## config.mk

```make
export PLATFORM = sky130hd
export DESIGN_NAME = mem_access_ctrl
export DESIGN_NICKNAME = d
export VERILOG_FILES = /design/src/rtl/mem_ctrl_pkg.sv /design/src/rtl/mem_ctrl_lane_pack.sv /design/src/rtl/mem_access_ctrl.sv
export SDC_FILE = /design/constraint.sdc
export NUM_CORES = 1
export LEC_CHECK = 0
export CAP_MARGIN = 20
export CORE_MARGIN = 2
export CORE_UTILIZATION = 30
export CTS_CLUSTER_DIAMETER = 80
export CTS_CLUSTER_SIZE = 30
export DETAILED_ROUTE_END_ITERATION = 6
export DONT_BUFFER_PORTS = 1
export SETUP_SLACK_MARGIN = 0.15
export SLEW_MARGIN = 20
export SYNTH_ARGS = -nofsm -noshare
export SYNTH_HDL_FRONTEND = slang
export SYNTH_SLANG_ARGS = --single-unit
```

## constraint.sdc

```tcl
create_clock -name clk -period 2.8 [get_ports clk]
set_input_delay 0.14 -clock clk [delete_from_list [all_inputs] [get_ports clk]]
set_output_delay 0.14 -clock clk [all_outputs]
set_load 0.03 [all_outputs]
```

## src/rtl/mem_ctrl_pkg.sv

```systemverilog
// Shared definitions for the byte-serial memory front end: FSM states, access-size codes, beat count.
package mem_ctrl_pkg;

  typedef enum logic [1:0] {
    ST_IDLE = 2'd0,
    ST_RD   = 2'd1,
    ST_WR   = 2'd2,
    ST_DONE = 2'd3
  } state_t;

  localparam int unsigned SZ_B = 0;
  localparam int unsigned SZ_H = 1;
  localparam int unsigned SZ_W = 2;

  function automatic int unsigned byte_count(input int unsigned size);
    return 32'd1 << size;
  endfunction

endpackage

```

## src/rtl/mem_ctrl_lane_pack.sv

```systemverilog
// Byte insert into the load assembly register, plus sign/zero extension of the assembled value.
// Purely combinational; no flow control of its own.
module mem_ctrl_lane_pack #(
  parameter int LEN = 32,
  parameter int CW  = 3
) (
  input  logic [LEN-1:0] asm_cur,
  input  logic [CW-1:0]  cap_idx,
  input  logic [7:0]     cap_byte,
  input  logic [CW-1:0]  nbytes,
  input  logic           sext,
  output logic [LEN-1:0] asm_nxt,
  output logic [LEN-1:0] ext_data
);
  localparam int NB = LEN / 8;

  logic sbit;

  always_comb begin
    asm_nxt  = asm_cur;
    ext_data = asm_cur;
    sbit     = 1'b0;
    for (int i = 0; i < NB; i++) begin
      if (cap_idx == CW'(i)) asm_nxt[8*i +: 8] = cap_byte;
      // sign source is the top bit of the last byte actually read
      if (nbytes == CW'(i + 1)) sbit = sext & asm_cur[8*i + 7];
    end
    for (int i = 0; i < NB; i++) begin
      if (CW'(i) >= nbytes) ext_data[8*i +: 8] = {8{sbit}};
    end
  end

endmodule

```

## src/rtl/mem_access_ctrl.sv

```systemverilog
// Arbitrates fetch and data ports onto a byte-serial RAM bus; load n+2 / store n+1 cycles accept->ready.
// rdy_in low freezes the transfer (mem_wr forced 0); MEM_CTRL_ALIGN_CHECK_EN traps misaligned data accesses.
module mem_access_ctrl
  import mem_ctrl_pkg::*;
#(
  parameter int ADDR_WIDTH = 17,
  parameter int LEN        = 32,
  parameter int SIZE_W     = 2
) (
  input  logic                  clk,
  input  logic                  rst,
  input  logic                  rdy_in,
  input  logic                  if_req,
  input  logic [ADDR_WIDTH-1:0] if_addr,
  output logic                  if_ready,
  output logic [LEN-1:0]        if_inst,
  input  logic                  d_req,
  input  logic                  d_we,
  input  logic [SIZE_W-1:0]     d_size,
  input  logic                  d_sext,
  input  logic [ADDR_WIDTH-1:0] d_addr,
  input  logic [LEN-1:0]        d_wdata,
  output logic                  d_ready,
  output logic [LEN-1:0]        d_rdata,
  output logic                  d_err,
  output logic                  busy,
  input  logic [7:0]            mem_din,
  output logic [7:0]            mem_dout,
  output logic [ADDR_WIDTH-1:0] mem_a,
  output logic                  mem_wr
);
  localparam int NB = LEN / 8;
  localparam int CW = $clog2(NB) + 1;

  state_t                state_q, state_d;
  logic [CW-1:0]         cnt_q, n_q, d_n;
  logic [ADDR_WIDTH-1:0] base_q;
  logic                  is_d_q, sext_q, issued_q;
  logic [LEN-1:0]        wdata_q, asm_q, asm_nxt, ext_data, wsh;
  logic                  acc_d, acc_f, beat, done_ok;

  assign d_n   = CW'(byte_count(32'(d_size)));
  assign acc_d = rdy_in & (state_q == ST_IDLE) & d_req;
  assign acc_f = rdy_in & (state_q == ST_IDLE) & ~d_req & if_req;
  assign beat  = ((state_q == ST_RD) && (cnt_q < n_q)) || (state_q == ST_WR);

`ifdef MEM_CTRL_ALIGN_CHECK_EN
  logic err_q, misal;
  assign misal = |(d_addr[CW-1:0] & (d_n - 1'b1));
`endif

  always_ff @(posedge clk or negedge rst) begin
    if (!rst) state_q <= ST_IDLE;
    else      state_q <= state_d;
  end

  always_comb begin
    state_d  = state_q;
    mem_a    = '0;
    mem_dout = '0;
    mem_wr   = 1'b0;
    wsh      = wdata_q >> {cnt_q, 3'b000};
    case (state_q)
      ST_IDLE: begin
        if (acc_d) begin
          state_d = d_we ? ST_WR : ST_RD;
`ifdef MEM_CTRL_ALIGN_CHECK_EN
          if (misal) state_d = ST_DONE;
`endif
        end else if (acc_f) begin
          state_d = ST_RD;
        end
      end
      ST_RD: begin
        if (beat) mem_a = base_q + ADDR_WIDTH'(cnt_q);
        if (rdy_in && cnt_q == n_q) state_d = ST_DONE;
      end
      ST_WR: begin
        mem_a    = base_q + ADDR_WIDTH'(cnt_q);
        mem_dout = wsh[7:0];
        mem_wr   = rdy_in;
        if (rdy_in && cnt_q == n_q - 1'b1) state_d = ST_DONE;
      end
      ST_DONE: if (rdy_in) state_d = ST_IDLE;
      default: state_d = ST_IDLE;
    endcase
  end

  // Capture follows the beat issued last cycle even if rdy_in has since dropped,
  // because the RAM returns each byte exactly once, one cycle after addressing.
  always_ff @(posedge clk or negedge rst) begin
    if (!rst) begin
      cnt_q    <= '0;
      n_q      <= '0;
      base_q   <= '0;
      is_d_q   <= 1'b0;
      sext_q   <= 1'b0;
      wdata_q  <= '0;
      asm_q    <= '0;
      issued_q <= 1'b0;
`ifdef MEM_CTRL_ALIGN_CHECK_EN
      err_q    <= 1'b0;
`endif
    end else begin
      issued_q <= rdy_in && (state_q == ST_RD) && (cnt_q < n_q);
      if (issued_q) asm_q <= asm_nxt;
      if (acc_d || acc_f) begin
        cnt_q   <= '0;
        base_q  <= acc_d ? d_addr : if_addr;
        n_q     <= acc_d ? d_n : CW'(byte_count(SZ_W));
        is_d_q  <= acc_d;
        sext_q  <= acc_d & d_sext;
        wdata_q <= acc_d ? d_wdata : '0;
        asm_q   <= '0;
`ifdef MEM_CTRL_ALIGN_CHECK_EN
        err_q   <= acc_d & misal;
`endif
      end else if (rdy_in && beat) begin
        cnt_q <= cnt_q + 1'b1;
      end
    end
  end

  mem_ctrl_lane_pack #(.LEN(LEN), .CW(CW)) u_lane_pack (
    .asm_cur  (asm_q),
    .cap_idx  (cnt_q - 1'b1),
    .cap_byte (mem_din),
    .nbytes   (n_q),
    .sext     (sext_q),
    .asm_nxt  (asm_nxt),
    .ext_data (ext_data)
  );

  assign done_ok  = (state_q == ST_DONE) & rdy_in;
  assign d_ready  = done_ok & is_d_q;
  assign if_ready = done_ok & ~is_d_q;
  assign d_rdata  = d_ready ? ext_data : '0;
  assign if_inst  = if_ready ? asm_q : '0;
  assign busy     = (state_q != ST_IDLE);
`ifdef MEM_CTRL_ALIGN_CHECK_EN
  assign d_err    = d_ready & err_q;
`else
  assign d_err    = 1'b0;
`endif

endmodule

```

After elaboration in Yosys (flattened, before gate mapping)
Cells that the tools add are included.
{"block": "totals", "wordCells": 107, "reg_bits": 92, "out_inout_bits": 94}
{"block": "op_classes", "reduce_logical": 22, "n_shift": 2, "addsub": 4, "bitwise_logic": 14, "order_cmp": 5, "muxes": 32, "eq_ne": 16}
{"operator": "$mux 32", "count": 5}
{"operator": "$mux 8", "count": 9}
{"operator": "$mux 17", "count": 2}
{"operator": "$pmux 17 s2", "count": 1}
{"operator": "$shr 32x6->8", "count": 1}
{"operator": "$add 17x3->17", "count": 1}
{"operator": "$reduce_bool 2->1", "count": 7}
{"operator": "$and 1x1->1", "count": 12}
{"operator": "$eq 3x2->1 const B", "count": 4}
{"operator": "$mux 2", "count": 6}
{"operator": "$mux 3", "count": 3}
{"operator": "$pmux 2 s4", "count": 1}
{"operator": "$reduce_and 2->1", "count": 4}
{"operator": "$eq 3x1->1 const B", "count": 2}
{"operator": "$eq 3x3->1", "count": 2}
{"operator": "$ge 1x3->1 const A", "count": 2}
{"operator": "$ge 2x3->1 const A", "count": 2}
{"operator": "$logic_and 1x1->1", "count": 6}
{"operator": "$sub 3x1->3 const B", "count": 2}
{"operator": "$mux 1", "count": 5}
{"operator": "$eq 2x2->1 const B", "count": 2}
{"operator": "$ne 2x1->1 const B", "count": 2}
{"operator": "$reduce_and 4->1", "count": 1}
{"operator": "$add 3x1->3 const B", "count": 1}
{"operator": "10 further kinds", "count": 12}

Logic depth before layout (Yosys ltp)
{"block": "depth", "ltp_word": 7, "mapped_depth": 10, "ltp_nobuf": 8}

Cells and area by module
From an unflattened synthesis, not the netlist that was laid out.
{"block": "unflattened", "cells_unflattened": 590, "hier_area_um2": 5769.3}
{"mod": "mem_access_ctrl", "cells_each": 507, "n_inst": 1, "area_per_inst_um2": 4991.0, "seq_area_each_um2": 2302.2}
{"mod": "mem_ctrl_lane_pack", "cells_each": 83, "n_inst": 1, "area_per_inst_um2": 778.2, "seq_area_each_um2": 0.0}

Least setup slack after synthesis
OpenSTA, ideal clock, no wires.
{"block": "synth_path", "kind": "flip-flop to output port", "from": "reg cnt_q[0]", "to": "out mem_a[10]", "path_stages_with_launch": 11, "t_arrival_ns": 2.132, "slack_ns": 0.528, "n_path_buf": 3, "required_ns": 2.660, "cell_sequence": "dfrtp_1 > buf_2 > inv_1 > ha_1 > nor2b_1 > o21ai_1 > a31oi_1 > nand2b_1 > buf_2 > buf_4 > nor2_1"}
{"block": "synth_between", "elab_chain_len": 5, "elab_cells_between_ends": 6, "classes_between": "add/sub (1); order compare (1); mux (2); reduce/logical (2)"}
{"item": "start, declared", "line": "mem_access_ctrl.sv:36", "rtl": "logic [CW-1:0] cnt_q, n_q, d_n;"}
{"item": "start signal, assigned", "line": "mem_access_ctrl.sv:119", "rtl": "cnt_q <= cnt_q + 1'b1;"}
{"item": "parallel branches: the longest is 4 deep, another holds $add 17x3->17"}
{"item": "$pmux 17 s2 (*)", "line": "mem_access_ctrl.sv:63", "rtl": "case (state_q)"}
{"item": "end, declared", "line": "mem_access_ctrl.sv:29", "rtl": "output logic [ADDR_WIDTH-1:0] mem_a,"}
Mark *: on every way between the ends.

Final worst setup path
{"block": "layout_path", "from": "reg cnt_q[0]", "to": "out mem_a[14]"}
Same word-level chain as after synthesis.

==> flow_summary.yaml <==
grt:
  busiest_layer: "met2"
  grtUsageTotal: 0.170
  antenna_found_initial: 0
  grt_pass1_wl_um: 24400
  grt_max_degree: 93
  gr-usage-met3: 0.0338
  grt_pass1_vias: 4532
  grt_use_met1: 0.223
  grt_use_met2: 0.277
  gr-total-overflow: 0
floorplanning:
  dieArea_um2: 18800
  core_area_um2: 17400
  start_util: 0.307
  row_count: 48
  boundaryPins: 177
  die_w_um: 137
  die_h_um: 137
critical_path:
  worstSetupStartpoint: "cnt_q[0]$_DFFE_PN0P_"
  crit_path_cell_trace: "ha_1, fa_1, a21oi_2, nor2_1, and3_1, xnor2_1, nor2_1, buf_4"
  cp.required_ps: 2660
  path_common_cell: "nor2_1"
  cp-start-kind: "flip-flop"
  cpMaxStageDelayCell: "dfrtp_1"
  path_class: "flip-flop to output pin"
  cp_max_fo: 5
  r2r-start: "state_q[0]$_DFFE_PN0P_"
  cp-end-kind: "output pin"
  cp.arrival_ps: 2380
  critical-path-max-stage-delay_ps: 430
drt:
  totalWireLength_um: 16100
  drtIter0Drc: 247
  firstDrtPassIters: 7
  vias: 4681
  routedWlPerCell_um: 17.5
  drc: 0
  viasPerCell: 5.09
  ant_nets: 0
hold_path:
  hold_path_startpoint: "d_we"
  hp-class: "primary input to flip-flop"
cts:
  clk_latency_ps: 350
  clock_path_buffers: 2
  clock_sinks: 92
  cts-buffers-inserted: 9
  tritoncts: "done"
  clk_pin_slew_ps: 70
  cts_max_level: 3
  cts-root-buf: "clkbuf_16"
sta:
  setup_viol: 0
  timing.fmax_mhz: 397
  setup_tns_ps: 0
  setup_ws_ps: 283
  drv_slew: 0
  tightest_slew_ps: 620
  fin_skew_ps: 7.47
  finalHoldWorstSlack_ps: 18.9
  post-route-period-util: 0.899
  hold_violations: 0
  rsz0062_at_grt: "yes"
  slew_headroom: 0.587
  fin_crit_ps: 2520
finish:
  drive_gt1_frac: 0.167
  fin_area_um2: 7180
  fin_nets: 794
  final_cells: 919
  fill_cells: 1697
  insertedDiodeCount: 0
  utilization: 0.414
  area_delta_synth_final_pct: 34.8
power_and_ir_drop:
  pwr-share-comb: 0.531
  switching_power_mw: 3.65
  ir_drop_mv: 0.421
  power_mw: 7.98
  cellPowerDensity_nw_per_um2: 1110
  p_int_mw: 4.33
  p_sw_frac: 0.457
  pwr-share-seq: 0.318
  p_leak_nw: 3.06
  clock_power_share: 0.151
synth:
  synth_nets: 692
  yosys-mux-area-fraction: 0.0338
  synth-xor-area-share: 0.0296
  ys_top_cells_by_area: "dfrtp_1 43%, nand2_1 5.6%, a22o_1 5.4%, ha_1 4.9%, nor2_1 4.3%"
  synthSimpleGateAreaFrac: 0.212
  synth_cells: 587
  synth_commonest_cells: "92 x dfrtp_1, 80 x nand2_1, 61 x nor2_1, 39 x a21oi_1, 39 x nand3_1"
  synth.distinct_cells: 50
  yosys_warnings: 0
  async_flop_share: 1.00
  syn_area_um2: 5330
  yosysTopAreaCell: "dfrtp_1"
  synth_compound_area_frac: 0.189
  synth_top_family_by_area: "simple AND/OR/NAND/NOR gates"
  ys_ff_latch: 92
  yosysTopAreaCellShare: 0.432
  synth_area_per_cell_um2: 9.08
  yosys.cell_count.top_type: "dfrtp_1"
  synth-edff-count: 0
  yosys_most_used_dff: "dfrtp_1"
  synthAdderAreaFrac: 0.0531
  seq_area_frac_synth: 0.432
placement:
  place_ws_ps: 315
  dp.cells: 817
  dp_hpwl_um: 11000
  place.gp.congestion: 0.860
  dpl-instance-area_um2: 5780
  portBuffers: 0
run_status:
  status: "completed"
job:
  cap_viol_max_count: 0
area by class of cell:
| class | instances | area [um2] | share of cell area |
|---|---|---|---|
| multi-input combinational | 430 | 2970 | 0.413 |
| sequential | 92 | 2300 | 0.321 |
| timing repair buffer | 131 | 1240 | 0.172 |
| clock buffer | 9 | 225 | 0.0314 |
| inverter | 25 | 93.8 | 0.0131 |
| tap | 225 | 282 | 0.0392 |
| clock inverter | 7 | 70.1 | 0.00976 |
layout by cell type, fill, tap and decap left out, types with 3 or more instances in the layout:
cell type | Yosys | routed
a21oi_1 | 39 | 37
nand3_1 | 39 | 39
o21ai_0 | 4 | 4
nand4_1 | 3 | 3
and2_1 | 26 | 26
dlygate4sd3_1 | 0 | 82
xnor2_1 | 14 | 14
clkbuf_16 | 0 | 9
nor2_1 | 61 | 59
a21oi_4 | 2 | 10
and3_1 | 11 | 10
a31oi_1 | 19 | 18
buf_4 | 2 | 45
mux4_2 | 8 | 8
o21a_2 | 0 | 5
ha_1 | 21 | 21
a22o_1 | 33 | 33
a21o_1 | 4 | 3
or3_1 | 3 | 3
o21a_4 | 0 | 11
dfrtp_1 | 92 | 90
nor3_1 | 10 | 10
inv_1 | 24 | 23
xor2_1 | 4 | 4
nand2_1 | 80 | 80
routing by layer:
| layer | wire (um) | up-vias |
|---|---|---|
| met1 | 7130 | 2259 |
| li1 | - | 2246 |
| met4 | 293 | 0 |
| met2 | 7620 | 156 |
| met5 | 0 | - |
| met3 | 1020 | 20 |
final timing paths:
| path | slack (ps) | cells after the start | endpoint |
|---|---|---|---|
| max | 280 | 8 | mem_a[14] |
| min reg2reg | 510 | 1 | wdata_q[30]$_DFFE_PN0P_ |
| max in group asynchronous | 2040 | 2 | n_q[1]$_DFFE_PN0P_ |
| max reg2reg | 360 | 8 | base_q[15]$_DFFE_PN0P_ |
| min | 20 | 2 | state_q[0]$_DFFE_PN0P_ |
| min in group asynchronous | 380 | 2 | asm_q[22]$_DFFE_PN0P_ |
cells by family after synthesis:
group / after synthesis
XOR/XNOR: 18
multiplexers: 8
other: 1
AO/OA/AOI/OAI: 138
buffers and inverters: 65
AND/OR/NAND/NOR: 243
flip-flops: 92
adder cells (fa/ha/maj): 22
power groups by stage:
stage	Clock (mW)	Sequential [mW]	Combinational [mW]
after floorplan	0	2.31	2.91
after global placement	0	2.50	3.65
after detailed placement	0	2.54	3.71
after CTS	1.24	2.51	4.12
after global routing	1.31	2.63	4.65
final	1.21	2.54	4.24
worst max-delay path: cells and delay by family (launching register included):
family          cells  cell delay [ps]
compound gates      1              240
flops               1              430
xor+xnor            1              160
buf+inv             1              170
simple gates        3              370
fa+ha+maj           2              670
state kept, by name (all words and copies together) (netlist names):
register	count
asm_q	32
issued_q	1
cnt_q	3
sext_q	1
is_d_q	1
base_q	17
wdata_q	32
state_q	2
n_q	3
repair_timing:
item                       in CTS  in global routing
setup buffers                   1                  2
gates resized for setup         8                 41
setup endpoints to repair      49                 54
gates cloned                    0                  0
pin swaps                       1                  5
hold buffers                   83                  0
hold endpoints to repair      180                  0
Note: power is estimated with default switching activity, not from simulation.
